File: src/rtl/act_pipe_pkg.sv
// ============================================================================
// act_pipe_pkg : shared types for the activation pipeline
// Rev 1.0 : initial release
// ============================================================================
`default_nettype none

package act_pipe_pkg;

    typedef enum logic {FXP = 1'b0, FLP = 1'b1} dtype_t;
    typedef enum logic {Disable = 1'b0, Enable = 1'b1} sign_t;

    typedef struct packed {
        dtype_t     dtype;
        sign_t      sign;
        logic [7:0] prec;
        logic [7:0] frac;
    } dconf_t;

    typedef enum logic [1:0] {
        ReLU  = 2'd0,
        STEP  = 2'd1,
        LReLU = 2'd2,
        CLIP  = 2'd3
    } actf_t;

    localparam dconf_t c_DEF_CONF = '{dtype: FXP, sign: Enable, prec: 8'd8, frac: 8'd3};

endpackage

`default_nettype wire

File: src/rtl/act_lane.sv
// ============================================================================
// act_lane : combinational single-lane activation (ReLU/STEP/LReLU/CLIP)
// Rev 1.0 : initial release
// ============================================================================
`default_nettype none

module act_lane
    import act_pipe_pkg::*;
#(
    parameter dconf_t CONF     = c_DEF_CONF,
    parameter int     LSHIFT   = 2,
    parameter int     CLIP_INT = 6,
    localparam int    P        = int'(CONF.prec)
) (
    input  logic [P-1:0] x,
    input  actf_t        mode,
    output logic [P-1:0] y,
    output logic         clip
);

    localparam bit     c_SGN   = (CONF.sign == Enable);
    localparam longint c_MAXV  = c_SGN ? ((longint'(1) <<< (P-1)) - 1) : ((longint'(1) <<< P) - 1);
    localparam longint c_ONE   = longint'(1) <<< CONF.frac;
    localparam longint c_CLIPV = longint'(CLIP_INT) <<< CONF.frac;
    localparam logic [P-1:0] c_STEP = P'((c_ONE < c_MAXV) ? c_ONE : c_MAXV);
    localparam logic [P-1:0] c_CMAX = P'((c_CLIPV < c_MAXV) ? c_CLIPV : c_MAXV);

    logic                w_neg;
    logic signed [P-1:0] w_xs;
    logic signed [P-1:0] w_shr;
    logic                w_over;

    // Unsigned formats never see a negative value, so every neg path is dead.
    assign w_neg  = c_SGN && x[P-1];
    assign w_xs   = x;
    assign w_shr  = w_xs >>> LSHIFT;
    assign w_over = !w_neg && (x > c_CMAX);

    always_comb begin
        y    = x;
        clip = 1'b0;
        case (mode)
            ReLU:  y = w_neg ? '0 : x;
            STEP:  y = w_neg ? '0 : c_STEP;
            LReLU: y = w_neg ? w_shr : x;
            CLIP: begin
                y    = w_neg ? '0 : (w_over ? c_CMAX : x);
                clip = w_over;
            end
            default: y = x;
        endcase
    end

endmodule

`default_nettype wire

File: src/rtl/act_pipe.sv
// ============================================================================
// act_pipe : two-stage multi-lane activation pipeline with valid/ready
//            handshakes and a saturating clip-event counter
// Rev 1.0 : initial release
// ============================================================================
`default_nettype none

module act_pipe
    import act_pipe_pkg::*;
#(
    parameter dconf_t CONF     = c_DEF_CONF,
    parameter int     LANES    = 4,
    parameter int     LSHIFT   = 2,
    parameter int     CLIP_INT = 6,
    parameter int     CNT_W    = 16,
    localparam int    P        = int'(CONF.prec)
) (
    input  logic               clk,
    input  logic               reset_,
    input  actf_t              mode,
    input  logic               in_valid,
    output logic               in_ready,
    input  logic [LANES*P-1:0] in_data,
    output logic               out_valid,
    input  logic               out_ready,
    output logic [LANES*P-1:0] out_data,
    input  logic               clr_cnt,
    output logic [CNT_W-1:0]   clip_cnt
);

    localparam int c_SUM_W = $clog2(LANES + 1);

    logic               s1_valid_q, s1_valid_d;
    logic [LANES*P-1:0] s1_data_q,  s1_data_d;
    actf_t              s1_mode_q,  s1_mode_d;
    logic               out_valid_q, out_valid_d;
    logic [LANES*P-1:0] out_data_q,  out_data_d;
    logic [CNT_W-1:0]   clip_cnt_q,  clip_cnt_d;

    logic               w_s2_adv;
    logic               w_s1_adv;
    logic [LANES*P-1:0] w_lane_y;
    logic [LANES-1:0]   w_clip;
    logic [c_SUM_W-1:0] w_nclip;
    logic [CNT_W:0]     w_cnt_sum;

    assign w_s2_adv = !out_valid_q || out_ready;
    assign w_s1_adv = s1_valid_q && w_s2_adv;
    assign in_ready = !s1_valid_q || w_s2_adv;

    generate
        for (genvar i = 0; i < LANES; i++) begin : g_lane
            act_lane #(
                .CONF     (CONF),
                .LSHIFT   (LSHIFT),
                .CLIP_INT (CLIP_INT)
            ) u_lane (
                .x    (s1_data_q[i*P +: P]),
                .mode (s1_mode_q),
                .y    (w_lane_y[i*P +: P]),
                .clip (w_clip[i])
            );
        end
    endgenerate

    always_comb begin
        w_nclip = '0;
        for (int i = 0; i < LANES; i++) begin
            w_nclip = w_nclip + c_SUM_W'(w_clip[i]);
        end
    end

    // One spare MSB catches the carry so the counter can saturate instead of wrap.
    assign w_cnt_sum = {1'b0, clip_cnt_q} + {{(CNT_W + 1 - c_SUM_W){1'b0}}, w_nclip};

    always_comb begin
        s1_valid_d  = s1_valid_q;
        s1_data_d   = s1_data_q;
        s1_mode_d   = s1_mode_q;
        out_valid_d = out_valid_q;
        out_data_d  = out_data_q;
        clip_cnt_d  = clip_cnt_q;

        if (in_ready) begin
            s1_valid_d = in_valid;
            if (in_valid) begin
                s1_data_d = in_data;
                s1_mode_d = mode;
            end
        end

        if (w_s2_adv) begin
            out_valid_d = s1_valid_q;
            if (s1_valid_q) begin
                out_data_d = w_lane_y;
            end
        end

        if (clr_cnt) begin
            clip_cnt_d = '0;
        end else if (w_s1_adv) begin
            clip_cnt_d = w_cnt_sum[CNT_W] ? {CNT_W{1'b1}} : w_cnt_sum[CNT_W-1:0];
        end
    end

    always_ff @(posedge clk) begin
        if (!reset_) begin
            s1_valid_q  <= 1'b0;
            s1_data_q   <= '0;
            s1_mode_q   <= ReLU;
            out_valid_q <= 1'b0;
            out_data_q  <= '0;
            clip_cnt_q  <= '0;
        end else begin
            s1_valid_q  <= s1_valid_d;
            s1_data_q   <= s1_data_d;
            s1_mode_q   <= s1_mode_d;
            out_valid_q <= out_valid_d;
            out_data_q  <= out_data_d;
            clip_cnt_q  <= clip_cnt_d;
        end
    end

    assign out_valid = out_valid_q;
    assign out_data  = out_data_q;
    assign clip_cnt  = clip_cnt_q;

endmodule

`default_nettype wire
File: config.mk
export PLATFORM = sky130hd
export DESIGN_NAME = act_pipe
export DESIGN_NICKNAME = d
export VERILOG_FILES = /design/src/rtl/act_pipe_pkg.sv /design/src/rtl/act_lane.sv /design/src/rtl/act_pipe.sv
export SDC_FILE = /design/constraint.sdc
export NUM_CORES = 1
export LEC_CHECK = 0
export ABC_AREA = 1
export BUFFER_PORTS_ARGS = -buffer_cell sky130_fd_sc_hd__clkbuf_2
export CAP_MARGIN = 15
export CORE_MARGIN = 5
export CORE_UTILIZATION = 45
export CTS_CLUSTER_DIAMETER = 200
export DETAILED_ROUTE_END_ITERATION = 10
export HOLD_SLACK_MARGIN = 0.15
export PLACE_DENSITY = 0.68
export SYNTH_ARGS = -nofsm -noshare
export SYNTH_HDL_FRONTEND = slang
export SYNTH_SLANG_ARGS = --single-unit
export TNS_END_PERCENT = 50
File: constraint.sdc
create_clock -name clk -period 4.5 [get_ports clk]
set_input_delay 0.675 -clock clk [delete_from_list [all_inputs] [get_ports clk]]
set_output_delay 0.675 -clock clk [all_outputs]
set_load 0.005 [all_outputs]
==> flow_metrics.env, run 1 <==
export IMPL_outcome="finished clean"
export IMPL_hold_violations=0
export IMPL_synth_top_cell_by_area="dfxtp_1"
export IMPL_area_growth_pct=17.1
export IMPL_hp_class="flip-flop to flip-flop"
export IMPL_period_share_pct=75.8
export IMPL_placed_cells=749
export IMPL_die_h_um=104
export IMPL_grt_pass1_vias=3804
export IMPL_synth_seq_area_share_pct=42.2
export IMPL_clockRootBuffer="clkbuf_8"
export IMPL_hold_buffers=0
export IMPL_grt_first_pass_wirelength_um=17800
export IMPL_cp_top_family="simple AND/OR/NAND/NOR gates"
export IMPL_crit_path_end_kind="flip-flop"
export IMPL_power_leakage_uw=0.00211
export IMPL_synth_seq_cells=84
export IMPL_post_cts_resize_count=0
export IMPL_vias=3964
export IMPL_crit_path_max_incr_delay_ps=670
export IMPL_grt_setup_unrepaired="false"
export IMPL_netlist_instances=579
export IMPL_place_congestion=0.845
export IMPL_hpwl_um=7710
export IMPL_netlist_cell_type_count=33
export IMPL_ir_drop_mv=0.154
export IMPL_syn_avg_cell_area_um2=6.88
export IMPL_drt_total_wl_um=10400
export IMPL_coreArea_mm2=0.00868
export IMPL_cp_cell_sequence="nand2_1 -> nor2_1 -> nand2_1 -> fa_1 -> fa_1 -> inv_1 -> fa_1 -> nand3_1 -> nor2_1 -> nand2_2 -> inv_2 -> nand2_2 -> nand3_1 -> nand2_1 -> inv_1"
export IMPL_crit_arrival_ps=3720
export IMPL_tritoncts="done"
export IMPL_setup_viol=0
export IMPL_synthTopCellsByArea="dfxtp_1, nand2_1, o21ai_0"
export IMPL_slowest_stage="dfxtp_1"
export IMPL_io_pins=89
export IMPL_rows=34
export IMPL_antenna_found_initial=0
export IMPL_clk_latency_ps=350
export IMPL_port_buffers=88
export IMPL_dr_pass1_iters=6
export IMPL_finalClockSkew_ps=7.52
export IMPL_grt_max_degree=62
export IMPL_htree_levels=3
export IMPL_instances_no_fill=765
export IMPL_cts_path_max_buffers=2
export IMPL_worst_pin_slew_ps=911
export IMPL_syn_cell_area_mm2=0.00399
export IMPL_min_period_ps=3410
export IMPL_clk_pin_slew_ps=80
export IMPL_drc=0
export IMPL_synth_nets=622
export IMPL_cp_max_fo=18
export IMPL_drv_slew=0
export IMPL_required_ps=4810
export IMPL_worst_path_buf_inv=3
export IMPL_via_per_inst=5.18
export IMPL_die_w_um=104
export IMPL_drive_gt1_share_pct=18.0
export IMPL_grt_util_all_layers_pct=19.5
export IMPL_synth_top_area_share_pct=42.2
export IMPL_ant_nets=0
export IMPL_drv_cap=0
export IMPL_gr_total_overflow=0
export IMPL_crit_type="flip-flop to flip-flop"
export IMPL_cts_made_buffers=9
export IMPL_yosys_warnings=0
export IMPL_initial_utilization_pct=45.9
export IMPL_setup_tns_ps=0
export IMPL_routedWlPerCell_um=13.5
export IMPL_dieArea_mm2=0.0108
export IMPL_fin_nets=695
export IMPL_drt_initial_drc_count=230
export IMPL_n_antenna_cell=0
export IMPL_critPathLaunchType="flip-flop"
export IMPL_fmax_mhz=293
export IMPL_cts_sinks=84
export IMPL_post_cts_buffers=0
export IMPL_relSlewSlack_pct=39.3
export IMPL_power_density_mw_per_mm2=343
-- power by group --
part / switching [uW] / internal [uW]
logic: 126 / 74.1
clock network: 264 / 316
registers: 34.9 / 785
total: 424 / 1180
-- Yosys cell counts (all sizes together) --
cell type,n
nand2,114
dfxtp,84
o21ai,84
a21oi,67
nor2,64
inv,63
nand3,43
buf,15
clkbuf,13
a31oi,5
o22ai,5
nand4,4
fa,3
a211oi,2
clkinv,2
o211ai,2
o31ai,2
xor2,2
ha,1
nand3b,1
nor3,1
or2,1
xnor2,1
-- flip-flops by register name (all words and copies together) (netlist names) --
register    count
clip_cnt       16
out_data       32
out_valid       1
s1_data_q      32
s1_mode_q       2
s1_valid_q      1
-- kinds of logic after synthesis --
group	Yosys count	synth area share, %
and+or+nand+nor	228	24.0
AOI/OAI and AO/OA	167	21.9
buffers and inverters	93	9.42
DFF	84	42.2
adders and majority gates	4	1.82
xor gates and xnor gates	3	0.659
-- worst register-to-register path: stages, from the launching register on --
cell and delay (ps):
dfxtp_1 670, nand2_1 260, nor2_1 150, nand2_1 140, fa_1 510, fa_1 430
inv_1 90, fa_1 220, nand3_1 90, nor2_1 190, nand2_2 110, inv_2 110
nand2_2 160, nand3_1 130, nand2_1 50, inv_1 60
-- worst paths after layout --
check | start | to | slack, ps | cells past startpoint
min reg2reg | out_data[28] | out_data[28] | 470 | 2
min | out_data[28] | out_data[28] | 470 | 2
max reg2reg | s1_mode_q[0] | clip_cnt[7] | 1090 | 15
max | s1_mode_q[0] | clip_cnt[7] | 1090 | 15
-- stage by stage --
| step | area (um2) | worst slack (ps) | total power [uW] | utilization (%) | hold slack [ps] |
|---|---|---|---|---|---|
| 6_report | 4670 | 1090 | 1600 | 53.8 | 470 |
| 5_1_grt | 4670 | 764 | 1690 | 53.8 | 495 |
| 4_1_cts | 4670 | 1120 | 1620 | 53.8 | 474 |
| 3_5_place_dp | 4450 | 1140 | 1040 | 51.2 | 461 |
| 3_3_place_gp | 4450 | 1270 | 1030 | 51.2 | 462 |
| 2_1_floorplan | 3990 | 1740 | 963 | - | 439 |
-- cell usage in the layout (no fill, tap or decap), types with 3 or more instances in the layout --
cell type	netlist	routed
nand3_1	42	42
clkbuf_2	0	88
clkbuf_8	0	13
fa_1	3	3
nand4_1	3	3
nand2_1	111	111
o22ai_1	5	5
inv_1	62	62
a21oi_1	66	66
dfxtp_1	84	84
o21ai_0	83	83
nand2_2	3	3
nor2_2	4	4
nor2_1	60	60
a31oi_1	5	5
-- final cells by class --
class / instances / area, um2
fillers: 896 / 4010
clock inverters: 3 / 42.5
multi-input cells: 402 / 1930
clock buffers: 13 / 179
well taps: 108 / 135
repair buffers: 90 / 455
flip-flops and latches: 84 / 1680
inverters: 65 / 244
-- routing by layer --
metal | vias up | share of wire [%] | global-route usage (%)
met1 | 1780 | 47 | 26.2
met5 | - | 0 | 0
li1 | 2050 | - | -
met2 | 119 | 45 | 30.3
met3 | 15 | 6.4 | 4.84
met4 | 0 | 1.8 | 7.40
Power figures use the tool's default switching activity.
==> inputs of run 2 (changes only) <==
Settings changed: PLACE_DENSITY 0.68 to 0.71.
Clock period 4.5 ns to 3 ns, I/O delays scaled along.
==> flow_metrics.env, run 2 (synthesis results as in run 1) <==
export IMPL_die_w_um=104
export IMPL_drv_cap=0
export IMPL_cp_top_family="simple AND/OR/NAND/NOR gates"
export IMPL_place_congestion=0.849
export IMPL_top_usage_layer="met2"
export IMPL_final_common_cell="nand2_1"
export IMPL_port_buffers=88
export IMPL_hpwl_um=7880
export IMPL_r2r_start="s1_mode_q[1]"
export IMPL_vias=4054
export IMPL_min_path_cells=3
export IMPL_drc=0
export IMPL_final_cell_mix="nand2_1, clkbuf_2, o21ai_0, dfxtp_1, a21oi_1"
export IMPL_drt_initial_drc_count=309
export IMPL_min_delay_start="in_data[16]"
export IMPL_ff2ff_setup_slack_ps=180
export IMPL_grt_pass1_vias=3705
export IMPL_initial_utilization_pct=45.9
export IMPL_drt_total_wl_um=10800
export IMPL_clk_pin_slew_ps=90
export IMPL_cp_cell_sequence="nand2_2 -> nor2_1 -> nand2_2 -> fa_1 -> fa_2 -> inv_2 -> fa_2 -> nand3_1 -> nor2_2 -> nand2_2 -> nor2_2 -> nand2_1 -> nor2_1 -> nor2_1 -> nor2_1"
export IMPL_via_per_inst=5.23
export IMPL_crit_arrival_ps=3130
export IMPL_crit_type="flip-flop to flip-flop"
export IMPL_routedWlPerCell_um=13.9
export IMPL_grt_first_pass_wirelength_um=17800
export IMPL_clockRootBuffer="clkbuf_8"
export IMPL_dr_pass1_iters=5
export IMPL_hold_buffers=0
export IMPL_outcome="finished clean"
export IMPL_fmax_mhz=354
export IMPL_clk_latency_ps=360
export IMPL_utilization_pct=54.9
export IMPL_fin_nets=706
export IMPL_die_h_um=104
export IMPL_cts_sinks=84
export IMPL_relSlewSlack_pct=46.5
export IMPL_coreArea_mm2=0.00868
export IMPL_area_growth_pct=19.6
export IMPL_hp_class="input pin to flip-flop"
export IMPL_r2r_worst_path_cells=15
export IMPL_crit_path_end_kind="flip-flop"
export IMPL_cts_path_max_buffers=2
export IMPL_finalClockSkew_ps=10.3
export IMPL_rows=34
export IMPL_met3_usage_pct=4.97
export IMPL_slowest_stage="fa_1"
export IMPL_setup_viol=0
export IMPL_min_period_ps=2820
export IMPL_worst_pin_slew_ps=800
export IMPL_drive_gt1_share_pct=21.1
export IMPL_use_met1_pct=27.2
export IMPL_cp_max_fo=6
export IMPL_power_leakage_uw=0.00217
export IMPL_period_share_pct=94.2
export IMPL_crit_path_frequent_cell="nor2_1"
export IMPL_critPathLaunchType="flip-flop"
export IMPL_ant_nets=0
export IMPL_crit_path_max_incr_delay_ps=500
export IMPL_htree_levels=3
export IMPL_hold_violations=0
export IMPL_power_density_mw_per_mm2=501
export IMPL_r2r_end="clip_cnt[12]"
export IMPL_required_ps=3300
export IMPL_grt_max_degree=62
export IMPL_power_uw=2390
export IMPL_dieArea_mm2=0.0108
export IMPL_ir_drop_mv=0.240
export IMPL_io_pins=89
export IMPL_drv_slew=0
export IMPL_antenna_found_initial=0
export IMPL_use_met2_pct=29.8
export IMPL_worst_path_buf_inv=1
export IMPL_tritoncts="done"
export IMPL_gr_total_overflow=0
export IMPL_hold_path_end="s1_data_q[16]"
export IMPL_n_antenna_cell=0
export IMPL_grt_util_all_layers_pct=19.7
export IMPL_cts_made_buffers=9
run 2: changes by cell type in the layout (fill, tap and decap cells not counted), moves of 3 or more:
cell,previous run,this run
nand2_1,111,107
nor2_2,4,7
dfxtp_2,0,4
buf_4,2,13
nor2_1,60,57
dfxtp_1,84,80
nand2_2,3,6
run 2: worst max-delay path by stage:
stage                   endpoint  slack, ps          start  cells after the start
finish              clip_cnt[12]        180   s1_mode_q[1]                     15
global route        clip_cnt[12]        -70   s1_mode_q[1]                     15
CTS                  clip_cnt[7]          1   s1_mode_q[1]                     15
detailed placement   clip_cnt[7]         30   s1_data_q[0]                     17
global placement    clip_cnt[13]        120  s1_data_q[20]                     17
floorplan            clip_cnt[7]        240   s1_mode_q[0]                     17
run 2: final cells by class:
type	count	area [um2]
Multi-Input combinational cell	402	1960
Timing Repair Buffer	101	538
Clock buffer	14	173
Sequential cell	84	1690
Inverter	65	244
Clock inverter	1	30.0
Tap cell	108	135
Fill cell	858	3910
run 2: per-layer routing:
layer	vias to the layer above	routed length, um
li1	2075	-
met1	1819	5160
met2	143	4720
met3	17	751
met4	0	186
met5	-	0
run 2: stage by stage:
stage	TNS [ps]	cells	worst slack [ps]	hold slack, ps	cell area (um2)
final	0	775	175	345	4770
after global routing	-201	775	-67.3	352	4770
after CTS	0	770	1.15	335	4690
after detailed placement	0	755	34.0	460	4490
after global placement	0	755	119	457	4490
after floorplan	0	579	242	439	3990
run 2: repair_timing:
action | CTS | global route
setup endpoints to repair | 0 | 16
buffers inserted | 0 | 5
resized for setup | 0 | 16
run 2: power by group:
part | leakage [uW] | switching, uW | internal (uW)
sequential | 0.000692 | 45.1 | 1180
clock | 0.000103 | 390 | 450
combinational | 0.00137 | 205 | 119
total | 0.00217 | 640 | 1750
run 2: worst reg2reg max path, cell delays in order (launching register included):
cell and delay, ps:
dfxtp_1 380, nand2_2 110, nor2_1 130, nand2_2 100
fa_1 500, fa_2 360, inv_2 80, fa_2 210
nand3_1 100, nor2_2 170, nand2_2 110, nor2_2 170
nand2_1 90, nor2_1 110, nor2_1 50, nor2_1 90
